==> config.mk <==
export PLATFORM = sky130hd
export DESIGN_NAME = snake_frame_reader
export DESIGN_NICKNAME = d
export VERILOG_FILES = /design/src/rtl/snake_pkg.sv /design/src/rtl/snake_row_fetcher.sv /design/src/rtl/snake_frame_reader.sv
export SDC_FILE = /design/constraint.sdc
export NUM_CORES = 1
export LEC_CHECK = 0
export CAP_MARGIN = 40
export CORE_ASPECT_RATIO = 0.75
export CORE_MARGIN = 3
export CORE_UTILIZATION = 50
export DETAILED_ROUTE_END_ITERATION = 7
export GPL_ROUTABILITY_DRIVEN = 0
export PLACE_DENSITY = 0.8
export SYNTH_ARGS = -nofsm -noshare
export SYNTH_HDL_FRONTEND = slang
export SYNTH_SLANG_ARGS = --single-unit
==> constraint.sdc <==
create_clock -name clk -period 4.62 [get_ports clk]
set_input_delay 1.155 -clock clk [delete_from_list [all_inputs] [get_ports clk]]
set_output_delay 1.155 -clock clk [all_outputs]
set_load 0.01 [all_outputs]
==> src/rtl/snake_pkg.sv <==
// Shared playfield geometry, colours and fetch FSM states for the snake
// bitmap writer and the display-side reader.
package snake_pkg;

    localparam int X_MAX  = 59;
    localparam int Y_MAX  = 33;
    localparam int ROW_W  = X_MAX + 1;
    localparam int ADDR_W = 6;

    localparam logic [11:0] SNAKE_COLOR  = 12'h0F0;
    localparam logic [11:0] BG_COLOR     = 12'h000;
    localparam logic [11:0] BORDER_COLOR = 12'h00F;
    localparam logic [11:0] GRID_COLOR   = 12'h333;

    typedef enum logic [2:0] {
        IDLE,
        ADDR,
        WAIT,
        LATCH,
        DONE
    } fetch_state_t;

endpackage

==> src/rtl/snake_row_fetcher.sv <==
// Prefetches the bitmap row for the next scan line during horizontal blanking
// and flags lines whose fetch was still in flight when the line buffers swapped.
module snake_row_fetcher
    import snake_pkg::*;
#(
    parameter int RD_LATENCY = 2,
    parameter int CELL_SHIFT = 4,
    parameter int H_ACTIVE   = 1024,
    parameter int H_TOTAL    = 1344,
    parameter int V_TOTAL    = 806
) (
    input  logic              clk,
    input  logic              rst,
    input  logic [10:0]       h_cnt,
    input  logic [10:0]       v_cnt,
    input  logic [ROW_W-1:0]  read_data,
    output logic [ADDR_W-1:0] rd_address,
    output logic              rd_en,
    output logic [ROW_W-1:0]  next_buf,
    output logic [ADDR_W-1:0] next_row,
    output logic              fetch_late
);

    localparam int CNT_W = (RD_LATENCY > 1) ? $clog2(RD_LATENCY) : 1;
    localparam logic [10:0] H_FETCH = 11'(H_ACTIVE);
    localparam logic [10:0] H_SWAP  = 11'(H_TOTAL - 1);
    localparam logic [10:0] V_LAST  = 11'(V_TOTAL - 1);
    localparam logic [CNT_W-1:0] WAIT_LAST = CNT_W'(RD_LATENCY - 1);

    fetch_state_t      state;
    logic [CNT_W-1:0]  wait_cnt;
    logic [10:0]       next_v;
    logic [10:0]       tgt_full;
    logic [ADDR_W-1:0] tgt_row;
    logic              tgt_in_range;
    logic              swap;

    // The last line of the frame wraps so row 0 is ready for line 0.
    assign next_v       = (v_cnt == V_LAST) ? 11'd0 : v_cnt + 11'd1;
    assign tgt_full     = next_v >> CELL_SHIFT;
    assign tgt_row      = tgt_full[ADDR_W-1:0];
    assign tgt_in_range = (tgt_full <= 11'(Y_MAX));
    assign swap         = (h_cnt == H_SWAP);

    always_ff @(posedge clk or negedge rst) begin
        if (!rst) begin
            state      <= IDLE;
            wait_cnt   <= '0;
            rd_address <= '0;
            rd_en      <= 1'b0;
            next_buf   <= '0;
            next_row   <= '0;
            fetch_late <= 1'b0;
        end else begin
            rd_en <= 1'b0;
            // A swap always wins; an unfinished fetch is dropped and flagged.
            if (swap) begin
                if (state != IDLE && state != DONE) begin
                    fetch_late <= 1'b1;
                end
                state <= IDLE;
            end else begin
                case (state)
                    IDLE: begin
                        if (h_cnt == H_FETCH) begin
                            if (tgt_in_range) begin
                                state <= ADDR;
                            end else begin
                                next_buf <= '0;
                                next_row <= tgt_row;
                                state    <= DONE;
                            end
                        end
                    end
                    ADDR: begin
                        rd_address <= tgt_row;
                        rd_en      <= 1'b1;
                        next_row   <= tgt_row;
                        wait_cnt   <= '0;
                        state      <= WAIT;
                    end
                    WAIT: begin
                        if (wait_cnt == WAIT_LAST) begin
                            state <= LATCH;
                        end else begin
                            wait_cnt <= wait_cnt + 1'b1;
                        end
                    end
                    LATCH: begin
                        next_buf <= read_data;
                        state    <= DONE;
                    end
                    DONE: begin
                        state <= DONE;
                    end
                    default: begin
                        state <= IDLE;
                    end
                endcase
            end
        end
    end

endmodule

==> src/rtl/snake_frame_reader.sv <==
// Display-side snake bitmap reader: double-buffered row prefetch plus a
// registered pixel mux. Define GRID_EN to draw cell grid lines on clear cells.
module snake_frame_reader
    import snake_pkg::*;
#(
    parameter int RD_LATENCY = 2,
    parameter int CELL_SHIFT = 4,
    parameter int H_ACTIVE   = 1024,
    parameter int H_TOTAL    = 1344,
    parameter int V_TOTAL    = 806
) (
    input  logic              clk,
    input  logic              rst,
    input  logic [10:0]       h_cnt,
    input  logic [10:0]       v_cnt,
    input  logic              video_on,
    input  logic              hsync_in,
    input  logic              vsync_in,
    output logic [ADDR_W-1:0] rd_address,
    output logic              rd_en,
    input  logic [ROW_W-1:0]  read_data,
    output logic [11:0]       rgb,
    output logic              hsync_out,
    output logic              vsync_out,
    output logic              fetch_late
);

    localparam logic [10:0] H_SWAP = 11'(H_TOTAL - 1);

    logic [ROW_W-1:0]  next_buf;
    logic [ADDR_W-1:0] next_row;
    logic [ROW_W-1:0]  cur_buf;
    logic [ADDR_W-1:0] cur_row;
    logic [10:0]       col_full;
    logic              in_field;
    logic              cell_set;
    logic [11:0]       pixel;

    snake_row_fetcher #(
        .RD_LATENCY (RD_LATENCY),
        .CELL_SHIFT (CELL_SHIFT),
        .H_ACTIVE   (H_ACTIVE),
        .H_TOTAL    (H_TOTAL),
        .V_TOTAL    (V_TOTAL)
    ) u_fetcher (
        .clk        (clk),
        .rst        (rst),
        .h_cnt      (h_cnt),
        .v_cnt      (v_cnt),
        .read_data  (read_data),
        .rd_address (rd_address),
        .rd_en      (rd_en),
        .next_buf   (next_buf),
        .next_row   (next_row),
        .fetch_late (fetch_late)
    );

    always_ff @(posedge clk or negedge rst) begin
        if (!rst) begin
            cur_buf <= '0;
            cur_row <= '0;
        end else if (h_cnt == H_SWAP) begin
            cur_buf <= next_buf;
            cur_row <= next_row;
        end
    end

    // Border test uses the full column so the buffer is only indexed in range.
    assign col_full = h_cnt >> CELL_SHIFT;
    assign in_field = (col_full <= 11'(X_MAX)) && (cur_row <= ADDR_W'(Y_MAX));
    assign cell_set = in_field ? cur_buf[col_full[ADDR_W-1:0]] : 1'b0;

    always_comb begin
        pixel = BG_COLOR;
        if (!video_on) begin
            pixel = 12'h000;
        end else if (!in_field) begin
            pixel = BORDER_COLOR;
        end else if (cell_set) begin
            pixel = SNAKE_COLOR;
`ifdef GRID_EN
        end else if ((h_cnt[CELL_SHIFT-1:0] == '0) || (v_cnt[CELL_SHIFT-1:0] == '0)) begin
            pixel = GRID_COLOR;
`endif
        end else begin
            pixel = BG_COLOR;
        end
    end

    always_ff @(posedge clk or negedge rst) begin
        if (!rst) begin
            rgb       <= '0;
            hsync_out <= 1'b0;
            vsync_out <= 1'b0;
        end else begin
            rgb       <= pixel;
            hsync_out <= hsync_in;
            vsync_out <= vsync_in;
        end
    end

endmodule

==> out/metrics.yaml, run 1 <==
synth_edf_count: 0
skew_ns: 0.00829
min_delay_path_depth: 2
status: "completed"
clk_pin_slew_ns: 0.05
viasPerCell: 5.68
final_common_cell: "nand2_1"
grt-ovfl-total: 0
insertion_delay_ns: 0.42
ff2ff_setup_slack_ns: 2.37
fp.dieH_um: 109
final.min_clock_period_ns: 3.41
drt_iter0_drc: 547
p_sw_share_pct: 32.2
holdPathEnd: "cur_buf[44]"
ff2ff_path_depth: 5
cts_setup_buffers: 0
synth_top_cell_by_area: "dfrtp_1"
yosysTopAreaCellShare_pct: 51.8
pin_count: 109
grt_max_degree: 66
ys_top_cells_by_area: "dfrtp_1, nand2_1, o211ai_1, mux4_2, nand3_1"
fillers: 1030
ant_nets: 0
hpwl_mm: 10.9
antenna_found_initial: 0
diodes: 0
crit_fanout: 45
worst_slew_pin_slew_ns: 0.692
synth-seq-cells: 146
p_int_mw: 2.88
hp-class: "reg2reg"
switchingPower_mw: 1.37
setup_ws_ns: 1.21
seq_power_share_pct: 43.9
fmax_mhz: 293
regToRegStartpoint: "cur_row[1]"
nNetsFinal: 926
synth_flop_cell: "dfrtp_1"
die_area_um2: 15600
p_leak_nw: 4.16
syn_inst: 764
netlist_area_um2: 7060
tns_ns: 0
drc: 0
slew_headroom_pct: 53.9
clock-sinks: 146
placementRows: 36
p_comb_share_pct: 23.4
final_cell_mix: "nand2_1, dfrtp_1, clkdlybuf4s50_1"
yosysSeqAreaShare_pct: 51.8
p_per_area_nw_per_um2: 487
final_cell_area_um2: 8730
dp.cells: 991
preCtsSetupSlack_ns: 0.809
cts_resized: 0
instances_no_fill: 1023
drive_above_1_share_pct: 9.39
avgSynthCellArea_um2: 9.24
finalCritPeriodShare_pct: 73.8
areaGrowthSynthToFinish_pct: 23.6
wirelength_mm: 17.5
ctsHoldBuffers: 0
core_um2: 13400
finalSetupViolCount: 0
drv_slew: 0
cts_made_buffers: 17
critPathRequiredTime_ns: 4.90
r2r-end: "rgb[6]"
wire_per_inst_um: 17.1
async_reset_ff_share_pct: 100
initial_utilization_pct: 52.8
drtPass1Iterations: 5
ys_types: 50
start_kind: "input port"
end_kind: "flip-flop"
clkPwrFrac_pct: 32.7
rsz0062_at_grt: "no"
place_area_um2: 8130
yosys_warnings: 0
grt_pass1_vias: 5751
cts_tree: "done"
cp.arrival_ns: 3.69
post-route-util_pct: 65.2
track_usage_pct: 24.2
port_buffers: 104
die_w_um: 143
num_vias: 5811
min-delay-start: "cur_buf[44]"
grt_pass1_wl_mm: 29.5
vdd.ir_drop.worst_mv: 0.251
worst-setup-path-type: "in2reg"
drv_cap: 0
htreeDepth: 4
cts_buffer_depth: 2
hold_viol_final: 0
cts_root_buf: "clkbuf_16"
## per-layer routing
metal  vias up  GRT usage [%]  wire length [um]
met5         -              0                 0
met4         0           7.33               250
met3        28           5.26              1270
met2       234           38.2              8310
met1      2821           33.9              7710
li1       2728              -                 -
## synth_stat cells, drive strengths merged, types with 2 or more instances
| cell type | number |
|---|---|
| mux2i | 8 |
| xor2 | 2 |
| nand2 | 322 |
| dfrtp | 146 |
| nor2 | 9 |
| nor3 | 8 |
| a211oi | 3 |
| nand4 | 4 |
| o21bai | 3 |
| o21ai | 10 |
| nand3 | 65 |
| xnor2 | 3 |
| a21oi | 2 |
| inv | 7 |
| clkbuf | 36 |
| mux4 | 15 |
| o211ai | 60 |
| mux2 | 6 |
| nor4 | 3 |
| or3 | 5 |
| a31oi | 2 |
| buf | 28 |
## state kept, by name, indices dropped and copies added (netlist names), 2 cells and up
register              count
u_fetcher.state           3
cur_buf                  60
u_fetcher.rd_address      6
u_fetcher.next_row        5
u_fetcher.next_buf       60
cur_row                   5
rgb                       2
## stage by stage
stage	power [mW]	hold WS [ns]
3_3_place_gp	2.82	0.444
6_report	4.26	0.463
4_1_cts	4.27	0.465
5_1_grt	4.50	0.488
2_1_floorplan	2.49	0.433
3_5_place_dp	2.87	0.452
## worst max-delay path, stage by stage
cell and delay (ns):
clkdlybuf4s50_1 0.55, or4b_4 0.63, o31ai_4 0.35, nand4b_2 0.45
buf_12 0.35, nand2_1 0.09, nand3_1 0.07
## area by class of cell
class	instances	area, um^2	area share (%)
timing repair buffer	118	1200	13.8
clock buffer	22	464	5.32
clock inverter	10	131	1.51
tap	171	214	2.45
multi-input combinational	549	3030	34.8
sequential	146	3650	41.9
inverter	7	26.3	0.301
## logic make-up (layout without fill, tap and decap cells)
logic type | Yosys count | in the layout | share of synthesized area, %
and+or+nand+nor | 423 | 423 | 25.4
DFF | 146 | 146 | 51.8
AOI/OAI and AO/OA | 88 | 88 | 9.23
buffers and inverters | 72 | 157 | 5.87
muxes | 29 | 29 | 7.04
xor gates and xnor gates | 5 | 5 | 0.620
other | 1 | 4 | 0.0531
## power groups by stage
| stage | logic (mW) | registers, mW | clock network, mW |
|---|---|---|---|
| finish | 0.994 | 1.87 | 1.39 |
| global route | 1.13 | 1.91 | 1.46 |
| CTS | 1.00 | 1.86 | 1.41 |
| detailed placement | 0.997 | 1.87 | 0 |
| global placement | 0.957 | 1.86 | 0 |
| floorplan | 0.694 | 1.79 | 0 |
## worst max-delay path by stage
stage,startpoint,end,slack [ns],depth (start not counted)
after detailed placement,h_cnt[7],u_fetcher.next_buf[31],0.81,7
after global placement,h_cnt[9],u_fetcher.next_buf[33],0.83,7
after global routing,h_cnt[7],u_fetcher.next_buf[10],1.06,7
after floorplan,h_cnt[9],u_fetcher.next_row[1],1.71,7
after CTS,h_cnt[7],u_fetcher.next_buf[8],1.24,7
final,h_cnt[7],u_fetcher.next_buf[14],1.21,7
(Power assumes the default switching activity.)
==> inputs of run 2 (changes only) <==
--- a/config.mk
+++ b/config.mk
@@ -8,10 +8,10 @@
 export CAP_MARGIN = 40
 export CORE_ASPECT_RATIO = 0.75
 export CORE_MARGIN = 3
-export CORE_UTILIZATION = 50
+export CORE_UTILIZATION = 49
 export DETAILED_ROUTE_END_ITERATION = 7
 export GPL_ROUTABILITY_DRIVEN = 0
-export PLACE_DENSITY = 0.8
+export PLACE_DENSITY = 0.82
 export SYNTH_ARGS = -nofsm -noshare
 export SYNTH_HDL_FRONTEND = slang
 export SYNTH_SLANG_ARGS = --single-unit
==> constraint.sdc (replaced) <==
create_clock -name clk -period 2.8 [get_ports clk]
set_input_delay 0.7 -clock clk [delete_from_list [all_inputs] [get_ports clk]]
set_output_delay 0.7 -clock clk [all_outputs]
set_load 0.01 [all_outputs]
==> out/metrics.yaml, run 2 (synthesized netlist as in run 1, its figures left out) <==
finalCritPeriodShare_pct: 91.0
drv_slew: 0  # unchanged
track_usage_pct: 23.1  # was 24.2%
num_vias: 5893  # was 5,811
clk_pin_slew_ns: 0.06  # was 0.05 ns
ctsHoldBuffers: 0  # unchanged
drive_above_1_share_pct: 12.1  # was 9.39%
p_leak_nw: 4.28  # was 4.16 nW
cts_resized: 0  # unchanged
clock-sinks: 146  # unchanged
wl_met3_mm: 1.25  # was 1.27 mm
ant_nets: 0  # unchanged
cts_setup_buffers: 0  # unchanged
total_power_mw: 7.05  # was 4.26 mW
wire_per_inst_um: 16.4  # was 17.1 um
end_kind: "flip-flop"  # unchanged
drv_cap: 0  # unchanged
fp.dieH_um: 110  # was 109 um
path_buf_inv: 1  # was 2
pin_count: 109  # unchanged
placementRows: 37  # was 36
insertion_delay_ns: 0.41  # was 0.42 ns
drc: 0  # unchanged
wirelength_mm: 17.3  # was 17.5 mm
cts_tree: "done"  # unchanged
routed.top_layer: "met4"  # unchanged
hold_viol_final: 0  # unchanged
viasPerCell: 5.59  # was 5.68
core_um2: 13900  # was 13,400 um^2
cts_made_buffers: 17  # unchanged
max_stage_delay_ns: 0.61  # was 0.63 ns
drtPass1Iterations: 5  # unchanged
vdd.ir_drop.worst_mv: 0.514  # was 0.251 mV
drt_iter0_drc: 535  # was 547
reg_top3: "cur_buf (60), u_fetcher.next_buf (60), u_fetcher.rd_address (6)"  # unchanged
die_area_um2: 15900  # was 15,600 um^2
grt_pass1_vias: 5705  # was 5,751
port_buffers: 104  # unchanged
nNetsFinal: 953  # was 926
whs_ns: 0.206  # was 0.463 ns
initial_utilization_pct: 50.8  # was 52.8%
final.min_clock_period_ns: 2.55
grt_pass1_wl_mm: 29.0  # was 29.5 mm
path_cells: "clkdlybuf4s50_1, or4b_4, or3_4, nand2_2, and4bb_1, mux2_4"  # was clkdlybuf4s50_1, or4b_4, o31ai_4, nand4b_2, buf_12, nand2_1, nand3_1
status: "completed"  # unchanged
cpLargestDelayFamily: "simple AND/OR/NAND/NOR gates"  # unchanged
antenna_found_initial: 1  # was 0
fillers: 1087  # was 1,030
hpwl_mm: 11.8  # was 10.9 mm
cts_root_buf: "clkbuf_16"  # unchanged
cp.arrival_ns: 2.84  # was 3.69 ns
rsz0062_at_grt: "no"  # unchanged
areaGrowthSynthToFinish_pct: 27.0  # was 23.6%
grt_max_degree: 48  # was 66
cts_buffer_depth: 2  # unchanged
grt-ovfl-total: 0  # unchanged
hp-class: "in2async"  # was reg2reg
fmax_mhz: 393
multi_input_area_um2: 3030  # unchanged
cp_slowest_cell: "or4b_4"  # unchanged
skew_ns: 0.00881  # was 0.00829 ns
start_kind: "input port"  # unchanged
critPathRequiredTime_ns: 3.09  # was 4.90 ns
wl_met2_mm: 8.13  # was 8.31 mm
die_w_um: 145  # was 143 um
seqCellArea_um2: 3650  # unchanged
worst-setup-path-type: "in2reg"  # unchanged
p_per_area_nw_per_um2: 786  # was 487 nW/um^2
final_cell_mix: "nand2_1, dfrtp_1, clkdlybuf4s50_1"  # unchanged
htreeDepth: 4  # unchanged
crit_fanout: 5  # was 45
wl_met1_mm: 7.80  # was 7.71 mm
finalSetupViolCount: 0  # unchanged
final_common_cell: "nand2_1"  # unchanged
-- run 2: through the flow --
step                cells  worst slack (ns)  area, um^2  setup TNS, ns  util (%)
global placement     1022            -0.136        8380         -0.925      60.4
floorplan             767             0.343        7070              0         -
global route         1054             0.228        8970              0      64.6
CTS                  1053             0.262        8960              0      64.5
finish               1054             0.253        8970              0      64.6
detailed placement   1022            -0.161        8380          -1.57      60.4
-- run 2: power breakdown --
group          internal (mW)  leakage [nW]  total [mW]  switching, mW
clock network           1.38         0.280        2.22          0.841
logic                  0.751          2.01        1.74          0.986
registers               2.63          1.99        3.09          0.455
-- run 2: path summary, 6_finish.rpt --
| check | from | endpoint | slack (ns) | cells past startpoint |
|---|---|---|---|---|
| worst max-delay path | h_cnt[7] | u_fetcher.next_row[4] | 0.25 | 6 |
| min in group clk | cur_buf[25] | cur_buf[25] | 0.47 | 2 |
| worst min-delay path | rst | u_fetcher.rd_address[4] | 0.21 | 1 |
| worst max register to register | cur_row[3] | rgb[6] | 0.75 | 5 |
| worst min register to register | cur_buf[25] | cur_buf[25] | 0.47 | 2 |
| max in group asynchronous | rst | cur_buf[18] | 1.90 | 2 |
-- run 2: routing by layer --
layer / GRT usage, % / vias up
li1: - / 2795
met1: 32.7 / 2852
met2: 37.2 / 231
met3: 4.43 / 15
met4: 5.79 / 0
met5: 0 / -
-- run 2: cell type report --
cell class	count	area share [%]
Clock buffer	23	5.33
Tap cell	175	2.44
Clock inverter	8	1.14
Sequential cell	146	40.7
Multi-Input combinational cell	549	33.8
Timing Repair Buffer	145	16.2
Inverter	7	0.293
Antenna cell	1	0.0279
